`src/rtl/dm_lsu_pkg.sv`:
```
// rtl/dm_lsu_pkg.sv - shared encodings and helpers for the data-memory load/store unit
package dm_lsu_pkg;

  // Access size as carried on req_size
  typedef enum logic [1:0] {
    SZ_BYTE = 2'b00,
    SZ_HALF = 2'b01,
    SZ_WORD = 2'b10,
    SZ_ILL  = 2'b11
  } size_e;

  // Controller states
  typedef enum logic [1:0] {
    ST_IDLE     = 2'b00,
    ST_ACCESS   = 2'b01,
    ST_MERGE_WR = 2'b10,
    ST_RESP     = 2'b11
  } state_e;

  // Byte lane selected by addr[1:0] (little-endian)
  localparam logic [1:0] LANE_B0 = 2'd0;
  localparam logic [1:0] LANE_B1 = 2'd1;
  localparam logic [1:0] LANE_B2 = 2'd2;
  localparam logic [1:0] LANE_B3 = 2'd3;

  // Halfword lane selected by addr[1]
  localparam logic HALF_LO = 1'b0;
  localparam logic HALF_HI = 1'b1;

  // A request is rejected when its size is illegal or it is not naturally aligned
  function automatic logic req_bad(input size_e sz, input logic [1:0] lo);
    case (sz)
      SZ_BYTE: req_bad = 1'b0;
      SZ_HALF: req_bad = lo[0];
      SZ_WORD: req_bad = |lo;
      default: req_bad = 1'b1;
    endcase
  endfunction

endpackage

```
`src/rtl/dm_lsu_if.sv`:
```
// rtl/dm_lsu_if.sv - request/response and RAM port bundle for the load/store unit
interface dm_lsu_if #(
  parameter int AWL = 32,
  parameter int DWL = 32
) ();
  logic           req_valid;
  logic           req_ready;
  logic           req_we;
  logic [1:0]     req_size;
  logic           req_unsigned;
  logic [AWL-1:0] req_addr;
  logic [DWL-1:0] req_wdata;
  logic           resp_valid;
  logic           resp_err;
  logic [DWL-1:0] resp_rdata;
  logic [AWL-1:0] mem_addr;
  logic           mem_wr;
  logic [DWL-1:0] mem_din;
  logic [DWL-1:0] mem_dout;

  // Requester plus RAM side
  modport master (
    output req_valid, req_we, req_size, req_unsigned, req_addr, req_wdata, mem_dout,
    input  req_ready, resp_valid, resp_err, resp_rdata, mem_addr, mem_wr, mem_din
  );

  // Load/store unit side
  modport slave (
    input  req_valid, req_we, req_size, req_unsigned, req_addr, req_wdata, mem_dout,
    output req_ready, resp_valid, resp_err, resp_rdata, mem_addr, mem_wr, mem_din
  );
endinterface

```
`src/rtl/dm_lane_align.sv`:
```
// rtl/dm_lane_align.sv - byte/halfword lane extract with extension, and lane merge for stores
module dm_lane_align
  import dm_lsu_pkg::*;
(
  input  size_e       size,
  input  logic        uns,
  input  logic [1:0]  addr_lo,
  input  logic [31:0] rdata,
  input  logic [31:0] wdata,
  output logic [31:0] ld_data,
  output logic [31:0] st_data
);

  logic [7:0]  b_sel;
  logic [15:0] h_sel;

  // Pick the addressed lane out of the RAM word, extend it, and build the merged store word
  always_comb begin
    b_sel   = rdata[7:0];
    h_sel   = rdata[15:0];
    ld_data = rdata;
    st_data = wdata;

    case (addr_lo)
      LANE_B0: b_sel = rdata[7:0];
      LANE_B1: b_sel = rdata[15:8];
      LANE_B2: b_sel = rdata[23:16];
      default: b_sel = rdata[31:24];
    endcase
    h_sel = (addr_lo[1] == HALF_HI) ? rdata[31:16] : rdata[15:0];

    case (size)
      SZ_BYTE: begin
        ld_data = {{24{b_sel[7] & ~uns}}, b_sel};
        st_data = rdata;
        case (addr_lo)
          LANE_B0: st_data[7:0]   = wdata[7:0];
          LANE_B1: st_data[15:8]  = wdata[7:0];
          LANE_B2: st_data[23:16] = wdata[7:0];
          default: st_data[31:24] = wdata[7:0];
        endcase
      end
      SZ_HALF: begin
        ld_data = {{16{h_sel[15] & ~uns}}, h_sel};
        st_data = rdata;
        if (addr_lo[1] == HALF_HI) st_data[31:16] = wdata[15:0];
        else                       st_data[15:0]  = wdata[15:0];
      end
      default: begin
        ld_data = rdata;
        st_data = wdata;
      end
    endcase
  end

endmodule

```
`src/rtl/dm_lsu.sv`:
```
// rtl/dm_lsu.sv - MEM-stage load/store unit, sole initiator on the word-wide data RAM
module dm_lsu
  import dm_lsu_pkg::*;
#(
  parameter int AWL = 32,
  parameter int DWL = 32
) (
  input  logic    CLK,
  input  logic    RST_N,
  dm_lsu_if.slave bus
);

  state_e         state;
  logic           we_q;
  size_e          size_q;
  logic           uns_q;
  logic [AWL-1:0] addr_q;
  logic [DWL-1:0] wdata_q;
  logic [DWL-1:0] din_q;
  logic           wr_q;
  logic           rvalid_q;
  logic           rerr_q;
  logic [DWL-1:0] rdata_q;
  logic [DWL-1:0] ld_data;
  logic [DWL-1:0] st_data;

  dm_lane_align u_align (
    .size    (size_q),
    .uns     (uns_q),
    .addr_lo (addr_q[1:0]),
    .rdata   (bus.mem_dout),
    .wdata   (wdata_q),
    .ld_data (ld_data),
    .st_data (st_data)
  );

  // Gated by reset so ready is low while held in reset and high right after release
  assign bus.req_ready  = RST_N && (state == ST_IDLE);
  assign bus.mem_addr   = {2'b00, addr_q[AWL-1:2]};
  assign bus.mem_wr     = wr_q;
  assign bus.mem_din    = din_q;
  assign bus.resp_valid = rvalid_q;
  assign bus.resp_err   = rerr_q;
  assign bus.resp_rdata = rdata_q;

  // Control FSM with request latch and registered RAM/response outputs
  always_ff @(posedge CLK or negedge RST_N) begin
    if (!RST_N) begin
      state    <= ST_IDLE;
      we_q     <= 1'b0;
      size_q   <= SZ_BYTE;
      uns_q    <= 1'b0;
      addr_q   <= '0;
      wdata_q  <= '0;
      din_q    <= '0;
      wr_q     <= 1'b0;
      rvalid_q <= 1'b0;
      rerr_q   <= 1'b0;
      rdata_q  <= '0;
    end else begin
      case (state)
        ST_IDLE: begin
          if (bus.req_valid) begin
            we_q    <= bus.req_we;
            size_q  <= size_e'(bus.req_size);
            uns_q   <= bus.req_unsigned;
            addr_q  <= bus.req_addr;
            wdata_q <= bus.req_wdata;
            if (req_bad(size_e'(bus.req_size), bus.req_addr[1:0])) begin
              rvalid_q <= 1'b1;
              rerr_q   <= 1'b1;
              rdata_q  <= '0;
              state    <= ST_RESP;
            end else begin
              // Full-word stores need no read, so the write goes out during ACCESS
              if (bus.req_we && size_e'(bus.req_size) == SZ_WORD) begin
                wr_q  <= 1'b1;
                din_q <= bus.req_wdata;
              end
              state <= ST_ACCESS;
            end
          end
        end
        ST_ACCESS: begin
          if (!we_q) begin
            rdata_q  <= ld_data;
            rvalid_q <= 1'b1;
            state    <= ST_RESP;
          end else if (size_q == SZ_WORD) begin
            wr_q     <= 1'b0;
            rdata_q  <= '0;
            rvalid_q <= 1'b1;
            state    <= ST_RESP;
          end else begin
            din_q <= st_data;
            wr_q  <= 1'b1;
            state <= ST_MERGE_WR;
          end
        end
        ST_MERGE_WR: begin
          wr_q     <= 1'b0;
          rdata_q  <= '0;
          rvalid_q <= 1'b1;
          state    <= ST_RESP;
        end
        default: begin
          rvalid_q <= 1'b0;
          rerr_q   <= 1'b0;
          rdata_q  <= '0;
          state    <= ST_IDLE;
        end
      endcase
    end
  end

endmodule

```
`src/flat_wrapper.sv`:
```
// flat-port wrapper written by rule: the top's interface ports become plain ports
module dm_lsu_flat import dm_lsu_pkg::*;
#(
  parameter int AWL = 32,
  parameter int DWL = 32
)
  (CLK, RST_N, bus_req_valid, bus_req_we, bus_req_size, bus_req_unsigned, bus_req_addr, bus_req_wdata, bus_mem_dout, bus_req_ready, bus_resp_valid, bus_resp_err, bus_resp_rdata, bus_mem_addr, bus_mem_wr, bus_mem_din);
  dm_lsu_if #(.AWL(AWL), .DWL(DWL)) bus_i ();
  input  logic CLK;
  input  logic RST_N;
  input wire logic [$bits(bus_i.req_valid)-1:0] bus_req_valid;
  input wire logic [$bits(bus_i.req_we)-1:0] bus_req_we;
  input wire logic [$bits(bus_i.req_size)-1:0] bus_req_size;
  input wire logic [$bits(bus_i.req_unsigned)-1:0] bus_req_unsigned;
  input wire logic [$bits(bus_i.req_addr)-1:0] bus_req_addr;
  input wire logic [$bits(bus_i.req_wdata)-1:0] bus_req_wdata;
  input wire logic [$bits(bus_i.mem_dout)-1:0] bus_mem_dout;
  output wire logic [$bits(bus_i.req_ready)-1:0] bus_req_ready;
  output wire logic [$bits(bus_i.resp_valid)-1:0] bus_resp_valid;
  output wire logic [$bits(bus_i.resp_err)-1:0] bus_resp_err;
  output wire logic [$bits(bus_i.resp_rdata)-1:0] bus_resp_rdata;
  output wire logic [$bits(bus_i.mem_addr)-1:0] bus_mem_addr;
  output wire logic [$bits(bus_i.mem_wr)-1:0] bus_mem_wr;
  output wire logic [$bits(bus_i.mem_din)-1:0] bus_mem_din;
  assign bus_i.req_valid = bus_req_valid;
  assign bus_i.req_we = bus_req_we;
  assign bus_i.req_size = bus_req_size;
  assign bus_i.req_unsigned = bus_req_unsigned;
  assign bus_i.req_addr = bus_req_addr;
  assign bus_i.req_wdata = bus_req_wdata;
  assign bus_i.mem_dout = bus_mem_dout;
  assign bus_req_ready = bus_i.req_ready;
  assign bus_resp_valid = bus_i.resp_valid;
  assign bus_resp_err = bus_i.resp_err;
  assign bus_resp_rdata = bus_i.resp_rdata;
  assign bus_mem_addr = bus_i.mem_addr;
  assign bus_mem_wr = bus_i.mem_wr;
  assign bus_mem_din = bus_i.mem_din;
  dm_lsu #(.AWL(AWL), .DWL(DWL)) u_core (.CLK(CLK), .RST_N(RST_N), .bus(bus_i));
endmodule
```
`config.mk`:
```
export PLATFORM = sky130hd
export DESIGN_NAME = dm_lsu_flat
export DESIGN_NICKNAME = d
export VERILOG_FILES = /design/src/rtl/dm_lsu_pkg.sv /design/src/rtl/dm_lsu_if.sv /design/src/rtl/dm_lane_align.sv /design/src/rtl/dm_lsu.sv /design/src/flat_wrapper.sv
export SDC_FILE = /design/constraint.sdc
export NUM_CORES = 1
export LEC_CHECK = 0
export ABC_AREA = 1
export CAP_MARGIN = 0
export CORE_MARGIN = 3
export CORE_UTILIZATION = 32
export DETAILED_ROUTE_END_ITERATION = 16
export PLACE_DENSITY_LB_ADDON = 0.3
export SYNTH_ARGS = -nofsm -noshare
export SYNTH_HDL_FRONTEND = slang
export SYNTH_SLANG_ARGS = --single-unit
```
`constraint.sdc`:
```
create_clock -name CLK -period 2 [get_ports CLK]
set_input_delay 0.2 -clock CLK [delete_from_list [all_inputs] [get_ports CLK]]
set_output_delay 0.2 -clock CLK [all_outputs]
set_load 0.02 [all_outputs]
```
==> results of run 1 <==
==> final cells by class <==
cell class                      instances  area, sq um
Clock buffer                           17          425
Clock inverter                         15          236
Fill cell                            2526        13600
Inverter                               98          378
Multi-Input combinational cell        784         3690
Sequential cell                       137         3430
Tap cell                              324          405
Timing Repair Buffer                  232         2340
==> layout by cell type (no fill, tap or decap) <==
cell                              Yosys  layout
sky130_fd_sc_hd__nand2_1            482     480
sky130_fd_sc_hd__inv_1               93      93
sky130_fd_sc_hd__a31oi_4              1       1
sky130_fd_sc_hd__nor2_1              39      39
sky130_fd_sc_hd__dlygate4sd2_1        0       1
sky130_fd_sc_hd__dlygate4sd3_1        0       1
sky130_fd_sc_hd__nand4_1              1       1
sky130_fd_sc_hd__bufinv_16            0       5
sky130_fd_sc_hd__buf_4               38      23
sky130_fd_sc_hd__buf_12               0       7
sky130_fd_sc_hd__clkinvlp_4           0       2
sky130_fd_sc_hd__o21ai_1             11      11
sky130_fd_sc_hd__nand2_8              1       1
sky130_fd_sc_hd__nor2_2               2       2
sky130_fd_sc_hd__mux2_2              46      46
sky130_fd_sc_hd__ha_1                 4       3
sky130_fd_sc_hd__clkdlybuf4s50_1      0     198
sky130_fd_sc_hd__dfrtp_1            137     136
sky130_fd_sc_hd__nand2_4              3       4
sky130_fd_sc_hd__clkinv_4             0       1
sky130_fd_sc_hd__inv_8                0       2
sky130_fd_sc_hd__ha_2                 0       1
sky130_fd_sc_hd__o21ai_0             57      57
sky130_fd_sc_hd__nand2_2             12      13
sky130_fd_sc_hd__nand3_1             89      89
sky130_fd_sc_hd__nand3_4              2       2
sky130_fd_sc_hd__clkinv_2             0       1
sky130_fd_sc_hd__inv_2                2       2
sky130_fd_sc_hd__a21oi_1             31      31
sky130_fd_sc_hd__inv_4                2       2
sky130_fd_sc_hd__clkbuf_16            0      17
sky130_fd_sc_hd__conb_1               1       2
sky130_fd_sc_hd__buf_6                3       2
sky130_fd_sc_hd__inv_6                1       5
sky130_fd_sc_hd__o22ai_1              1       1
sky130_fd_sc_hd__dfrtp_2              0       1
==> how the worst min path moves through the flow <==
stage                           from                 to  slack (ns)  cells past startpoint
floorplan                      RST_N   u_core.addr_q[0]        -0.1                      0
global placement               RST_N  u_core.addr_q[10]        0.42                      2
detailed placement             RST_N  u_core.addr_q[14]        0.41                      2
CTS                 bus_req_unsigned       u_core.uns_q        0.34                      3
global route        bus_req_wdata[7]  u_core.wdata_q[7]        0.37                      3
finish              bus_req_unsigned       u_core.uns_q        0.36                      3
==> stage by stage <==
stage / hold slack, ns / setup WS, ns
2_1_floorplan: -0.0956 / 0.311
3_3_place_gp: 0.416 / 0.178
3_5_place_dp: 0.415 / 0.149
4_1_cts: 0.344 / 0.128
5_1_grt: 0.369 / 0.00531
6_report: 0.357 / 0.145
==> cell usage after synthesis, drive strengths merged <==
cell and count:
conb 1, nand4 1, o22ai 1, nand3 91, a31oi 1, mux2 46
a21oi 31, dfrtp 137, o21ai 68, nor2 41, buf 67, nand2 498
clkbuf 22, inv 98, ha 4
==> report_power, final <==
part           switching [mW]  internal, mW  leakage (nW)
registers               0.834          3.98          1.70
logic                    5.77          4.04          3.51
clock network            1.36          2.25         0.319
total                    7.97          10.3          5.53
==> kinds of logic (layout without fill, tap and decap cells) <==
kind of cell	count (synthesis)	count (layout)	share of synthesized area, %
flops	137	137	42.8
other cells	1	2	0.0468
buf+inv	187	362	11.3
fa+ha+maj	4	4	0.625
simple gates	631	631	32.3
mux	46	46	6.47
compound gates	101	101	6.53
==> flip-flops by register name (all words and copies together) (netlist names) <==
name / count
u_core.wdata_q: 32
u_core.size_q: 2
u_core.bus.resp_err: 1
u_core.uns_q: 1
u_core.addr_q: 32
u_core.state: 2
u_core.bus.mem_wr: 1
u_core.we_q: 1
u_core.bus.resp_valid: 1
u_core.bus.resp_rdata: 32
u_core.bus.mem_din: 32
==> tightest hold or removal path, stage by stage <==
cell,delay (ns)
sky130_fd_sc_hd__clkdlybuf4s50_1,0.40
sky130_fd_sc_hd__nor2_1,0.10
sky130_fd_sc_hd__a21oi_1,0.04
==> what timing repair did <==
item                                    4_1_cts  5_1_grt
gates resized for setup                       2        1
hold buffers                                  1        0
endpoints found under the hold margin       137        0
endpoints found under the setup margin        1       22
==> per-layer routing <==
metal  wire (um)  track usage (%)  vias up
met3        1980             5.50       35
met5           0                0        -
met1       11400             25.4     3463
met4         401             4.65        0
met2       11600             31.1      247
li1            -                -     3749
==> results.md, run 1 <==
- Antenna Diode Count: 0
- First-pass GRT wire length: 40600 um
- Final critical path time including I/O delays and setup: 1.85 ns
- Max-Slew Margin vs Limit: 46.9%
- Length in cells of the worst reg-to-reg path: 11
- Post-Synthesis Mean Instance Area: a little over 7 sq um
- Static power due to leakage: 5.53 nW
- R2r startpoint: u_core.state[1]
- Worst min-delay path class: input port to flip-flop
- Nature of the critical path startpoint: flip-flop
- Synth Warn #: 0
- Post-synth top area cell: sky130_fd_sc_hd__dfrtp_1
- Register-to-Register Setup Slack: between 0.2 and 0.25 ns
- Number of vias per cell after detailed routing: 4.66
- Number of failing hold endpoints at the final stage: 0
- Clock transition at path regs: 0.06 ns
- Initial detailed-routing violation count: a little under 500
- Post-CTS Setup Inserts: 0
- Fraction of final layout cells sized beyond drive strength 1: 10.9%
- Post-detailed-route wirelength per cell: 15.8 um
- Sequential area share after synthesis: a little over two fifths
- Number of placement rows: 57
- Placeable core region: 0.0245 sq mm
- # H-tree levels: 4
- TritonCTS clock tree: built
- Starting utilization of the core area: 32.7%
- Horizontal die dimension: ~160 um
- Remaining routing DRC violations: 0
- PwrDens: 1670 mW/mm^2
- Final non-filler cell area: 0.0109 sq mm
- DIE HEIGHT: 164 um
- Count of TritonRoute iterations in the first routing pass: 5
- Clock sink total: ~140
- Number of input and output port buffers inserted: 200
- Area growth from synthesis to layout: 36.2%
- Post-synth top area share: 42.8%
- CTS Buffer Depth: 2
- Highest cell delay on the worst timing path: roughly 0.40 ns
- Post-synthesis cell count: 1107
- Critical Path, Cell by Cell: inv_1, ha_2, nand2_1, inv_1, dlygate4sd2_1
- Worst EP required: approximately 1.8 ns
- Worst path top cell family by delay: buffers and inverters
- Largest vdd supply drop: 0.714 mV
- Sum of buffers and inverters on the critical path: 3
- Largest fanout on the critical path: 8
- Wire length after detailed routing: about 25000 um
- Hpwl dp: 18800 um
- Area enclosed by the die boundary: between 0.02 and 0.03 sq mm
- Critical path depth in cells: 5
- Weighted congestion at the end of routability-driven global placement: 0.912
- CTS Root Buffer Type: sky130_fd_sc_hd__clkbuf_16
- Top cells by area in the synthesized netlist: sky130_fd_sc_hd__dfrtp_1 43%, sky130_fd_sc_hd__nand2_1 23%, sky130_fd_sc_hd__mux2_2 6.5%
- TritonCTS buffer count: 17
- Via count: between 7000 and 8000
- Maximum number of pins on one net before global-route repair: 138
- Cell area after placement: 0.0102 sq mm
- Number of max-slew violations in the final report: 0
- Setup-violating endpoint count in the final report: 0
- Accumulated negative setup slack: 0 ns
- Routed Antenna Nets: 0
- Number of global-route vias before repair: 7709
- Start point of the critical path: u_core.state[0]
- Antenna violations before repair: 0
- RSZ-0062 raised after global routing: false
- Synthesized cell area: between 0.008 and 0.009 sq mm
- Total power consumption of the routed design: 18.2 mW
- Maximum clock frequency: between 500 and 600 MHz
- Global route total overflow: 0
- Kind of end point of the critical path: output pin
- Share of the core filled with cells in the final layout: 44.6%
- CP Capture Point: bus_req_ready
- Gr usage total: between 10% and 20%
- Endpoint of the worst-slack reg-to-reg timing path: u_core.bus.mem_din[17]
- WS Path Type: flip-flop to output pin
- Yosys reg bits: 137
- Slowest-stage cell, CP: sky130_fd_sc_hd__dfrtp_1
- Fraction of the cycle the final worst path needs: 92.7%
- Clk Latency, worst-skew pair: roughly 0.43 ns
- Synth unique cells: 27
- Measured slew at the worst slew-check pin: ~0.80 ns
- Setup clock skew after layout: 0.0123 ns
- Number of max-cap violations: 0
- Most frequent cell on the critical path: sky130_fd_sc_hd__inv_1
- Crit path arrival time: roughly 1.7 ns
- Number of top-level pins: 203
- Count of placed standard cells in the final layout, fillers left out: 1607
- Total placed cells including tap cells: between 1500 and 2000
- Final #Nets: roughly 1400
- Outcome: finished, final reports clean
Power figures use the tool's default switching activity.
==> run 2: changes to the inputs <==
==> constraint.sdc (replaced) <==
create_clock -name CLK -period 2 [get_ports CLK]
set_input_delay 0.5 -clock CLK [delete_from_list [all_inputs] [get_ports CLK]]
set_output_delay 0.5 -clock CLK [all_outputs]
set_load 0.02 [all_outputs]
==> run 2 against run 1 <==
  * Sequential power about the same
  * Cell count up 0.68%
  * Maximum frequency down 4.1%
  * Cell area up 0.63%
  * Total power down 0.11%
  * Clock power down 4%
==> results.md, run 2 (synthesis gave the netlist of run 1 again) <==
- Outcome: finished, final reports clean (unchanged)
- Setup clock skew after layout: 0.0114 ns (was 0.0123 ns)
- Most common cell after layout, fill and taps aside: sky130_fd_sc_hd__nand2_1 (unchanged)
- Clk Latency, worst-skew pair: 0.44 ns (was 0.43 ns)
- Maximum number of pins on one net before global-route repair: 138 (unchanged)
- Setup-violating endpoint count in the final report: 0 (unchanged)
- Number of top-level pins: 203 (unchanged)
- WS Path Type: flip-flop to output pin (unchanged)
- Pre-CTS setup slack: 0.00100 ns (was 0.149 ns)
- Number of placement rows: 57 (unchanged)
- Fraction of the cycle the final worst path needs: 96.8% (was 92.7%)
- Largest fanout on the critical path: 2 (was 8)
- Worst path top cell family by delay: buffers and inverters (unchanged)
- Placeable core region: 0.0245 sq mm (unchanged)
- Number of input and output port buffers inserted: 200 (unchanged)
- Slowest-stage cell, CP: sky130_fd_sc_hd__clkdlybuf4s50_1 (was sky130_fd_sc_hd__dfrtp_1)
- Quantity of hold-fixing buffers added after cts: 0 (was 1)
- Highest cell delay on the worst timing path: 0.62 ns (was 0.40 ns)
- Static power due to leakage: 5.58 nW (was 5.53 nW)
- Hpwl dp: 19000 um (was 18800 um)
- Accumulated negative setup slack: 0 ns (unchanged)
- Final non-filler cell area: 0.0110 sq mm (was 0.0109 sq mm)
- Number of max-slew violations in the final report: 0 (unchanged)
- Starting utilization of the core area: 32.7% (unchanged)
- Setup slack after layout: 0.0648 ns (was 0.145 ns)
- R2r startpoint: u_core.state[1] (unchanged)
- Total power consumption of the routed design: 18.2 mW (about the same)
- # H-tree levels: 4 (unchanged)
- Largest vdd supply drop: 0.752 mV (was 0.714 mV)
- Clock transition at path regs: 0.06 ns (about the same)
- PwrDens: 1660 mW/mm^2 (was 1670 mW/mm^2)
- Number of max-cap violations: 0 (unchanged)
- Kind of end point of the critical path: output pin (unchanged)
- Weighted congestion at the end of routability-driven global placement: 0.924 (was 0.912)
- Wire length after detailed routing: 25500 um (was 25300 um)
- Global route total overflow: 0 (unchanged)
- Count of placed standard cells in the final layout, fillers left out: 1618 (was 1607)
- Sum of buffers and inverters on the critical path: 1 (was 3)
- Critical Path, Cell by Cell: clkdlybuf4s50_1 (was inv_1, ha_2, nand2_1, inv_1, dlygate4sd2_1)
- DIE HEIGHT: 164 um (unchanged)
- Gr usage total: 19.4% (was 19.2%)
- Horizontal die dimension: 164 um (unchanged)
- Via count: 7476 (was 7494)
- Endpoint of the worst-slack reg-to-reg timing path: u_core.bus.mem_din[14] (was u_core.bus.mem_din[17])
- Fraction of final layout cells sized beyond drive strength 1: 11.7% (was 10.9%)
- Area growth from synthesis to layout: 37.0% (was 36.2%)
- Share of the core filled with cells in the final layout: 44.9% (was 44.6%)
- Final #Nets: 1388 (was 1377)
- Measured slew at the worst slew-check pin: 0.748 ns (was 0.796 ns)
- Critical path depth in cells: 1 (was 5)
- Clock sink total: 137 (unchanged)
- Register-to-Register Setup Slack: 0.20 ns (was 0.22 ns)
- Antenna violations before repair: 1 (was 0)
- Worst min-delay path class: input port to async pin (was input port to flip-flop)
- RSZ-0062 raised after global routing: false (unchanged)
- CTS Root Buffer Type: sky130_fd_sc_hd__clkbuf_16 (unchanged)
- Area enclosed by the die boundary: 0.0270 sq mm (unchanged)
- First-pass GRT wire length: 41000 um (was 40600 um)
- Initial detailed-routing violation count: 502 (was 497)
- Crit path arrival time: 1.44 ns (was 1.65 ns)
- Final critical path time including I/O delays and setup: 1.94 ns (was 1.85 ns)
- Most frequent cells in the layout: 480 x sky130_fd_sc_hd__nand2_1, 197 x sky130_fd_sc_hd__clkdlybuf4s50_1, 136 x sky130_fd_sc_hd__dfrtp_1 (was 480 x sky130_fd_sc_hd__nand2_1, 198 x sky130_fd_sc_hd__clkdlybuf4s50_1, 136 x sky130_fd_sc_hd__dfrtp_1)
- Number of vias per cell after detailed routing: 4.62 (was 4.66)
- Worst EP required: 1.50 ns (was 1.80 ns)
- Number of failing hold endpoints at the final stage: 0 (unchanged)
- Remaining routing DRC violations: 0 (unchanged)
- TritonCTS buffer count: 17 (unchanged)
- Cell area after placement: 0.0103 sq mm (was 0.0102 sq mm)
- Min Hold Slack: 0.197 ns (was 0.357 ns)
- Routed Antenna Nets: 0 (unchanged)
- TritonCTS clock tree: built (unchanged)
- Count of TritonRoute iterations in the first routing pass: 5 (unchanged)
- Antenna Diode Count: 0 (unchanged)
- Maximum clock frequency: 517 MHz (was 539 MHz)
- Total placed cells including tap cells: 1585 (was 1574)
- CTS Buffer Depth: 2 (unchanged)
- Number of global-route vias before repair: 7579 (was 7709)
- Nature of the critical path startpoint: flip-flop (unchanged)
- Post-detailed-route wirelength per cell: 15.8 um (about the same)
- Max-Slew Margin vs Limit: 50.2% (was 46.9%)
- Length in cells of the worst reg-to-reg path: 9 (was 11)
## run 2: final cells by class
type	instances	area (sq um)
clock buffer	17	425
clock inverter	15	215
fill	2487	13500
inverter	98	378
multi-input combinational	784	3700
sequential	137	3430
tap	324	405
timing repair buffer	243	2420
## run 2: routing by layer
layer	share of wire (%)	wire, um	up-vias	global-route usage [%]
li1	-	-	3763	-
met1	47	11900	3446	26.4
met2	45	11400	228	30.7
met3	7.2	1830	37	5.35
met4	1.6	420	2	4.81
met5	0.051	13	-	0
## run 2: worst max-delay path by stage
stage	from	to	slack, ns
6_report	u_core.bus.mem_din[5]	bus_mem_din[5]	0.06
5_1_grt	u_core.state[1]	u_core.bus.mem_din[12]	0.006
4_1_cts	u_core.bus.mem_din[3]	bus_mem_din[3]	0.05
3_5_place_dp	bus_req_size[0]	u_core.bus.mem_din[30]	0.001
3_3_place_gp	bus_req_valid	u_core.bus.mem_din[12]	0.03
2_1_floorplan	u_core.state[0]	u_core.bus.mem_din[3]	0.31
## run 2: power breakdown
part	switching, mW	internal (mW)
Clock	1.37	2.12
Sequential	0.809	3.98
Combinational	5.85	4.09
## run 2: repair_timing
| action | CTS | global route |
|---|---|---|
| setup endpoints to repair | 1 | 9 |
| endpoints found under the hold margin | 0 | 0 |
| gates resized for setup | 4 | 2 |
| buffers inserted | 0 | 1 |
| pin swaps | 0 | 0 |
| gates cloned | 0 | 0 |
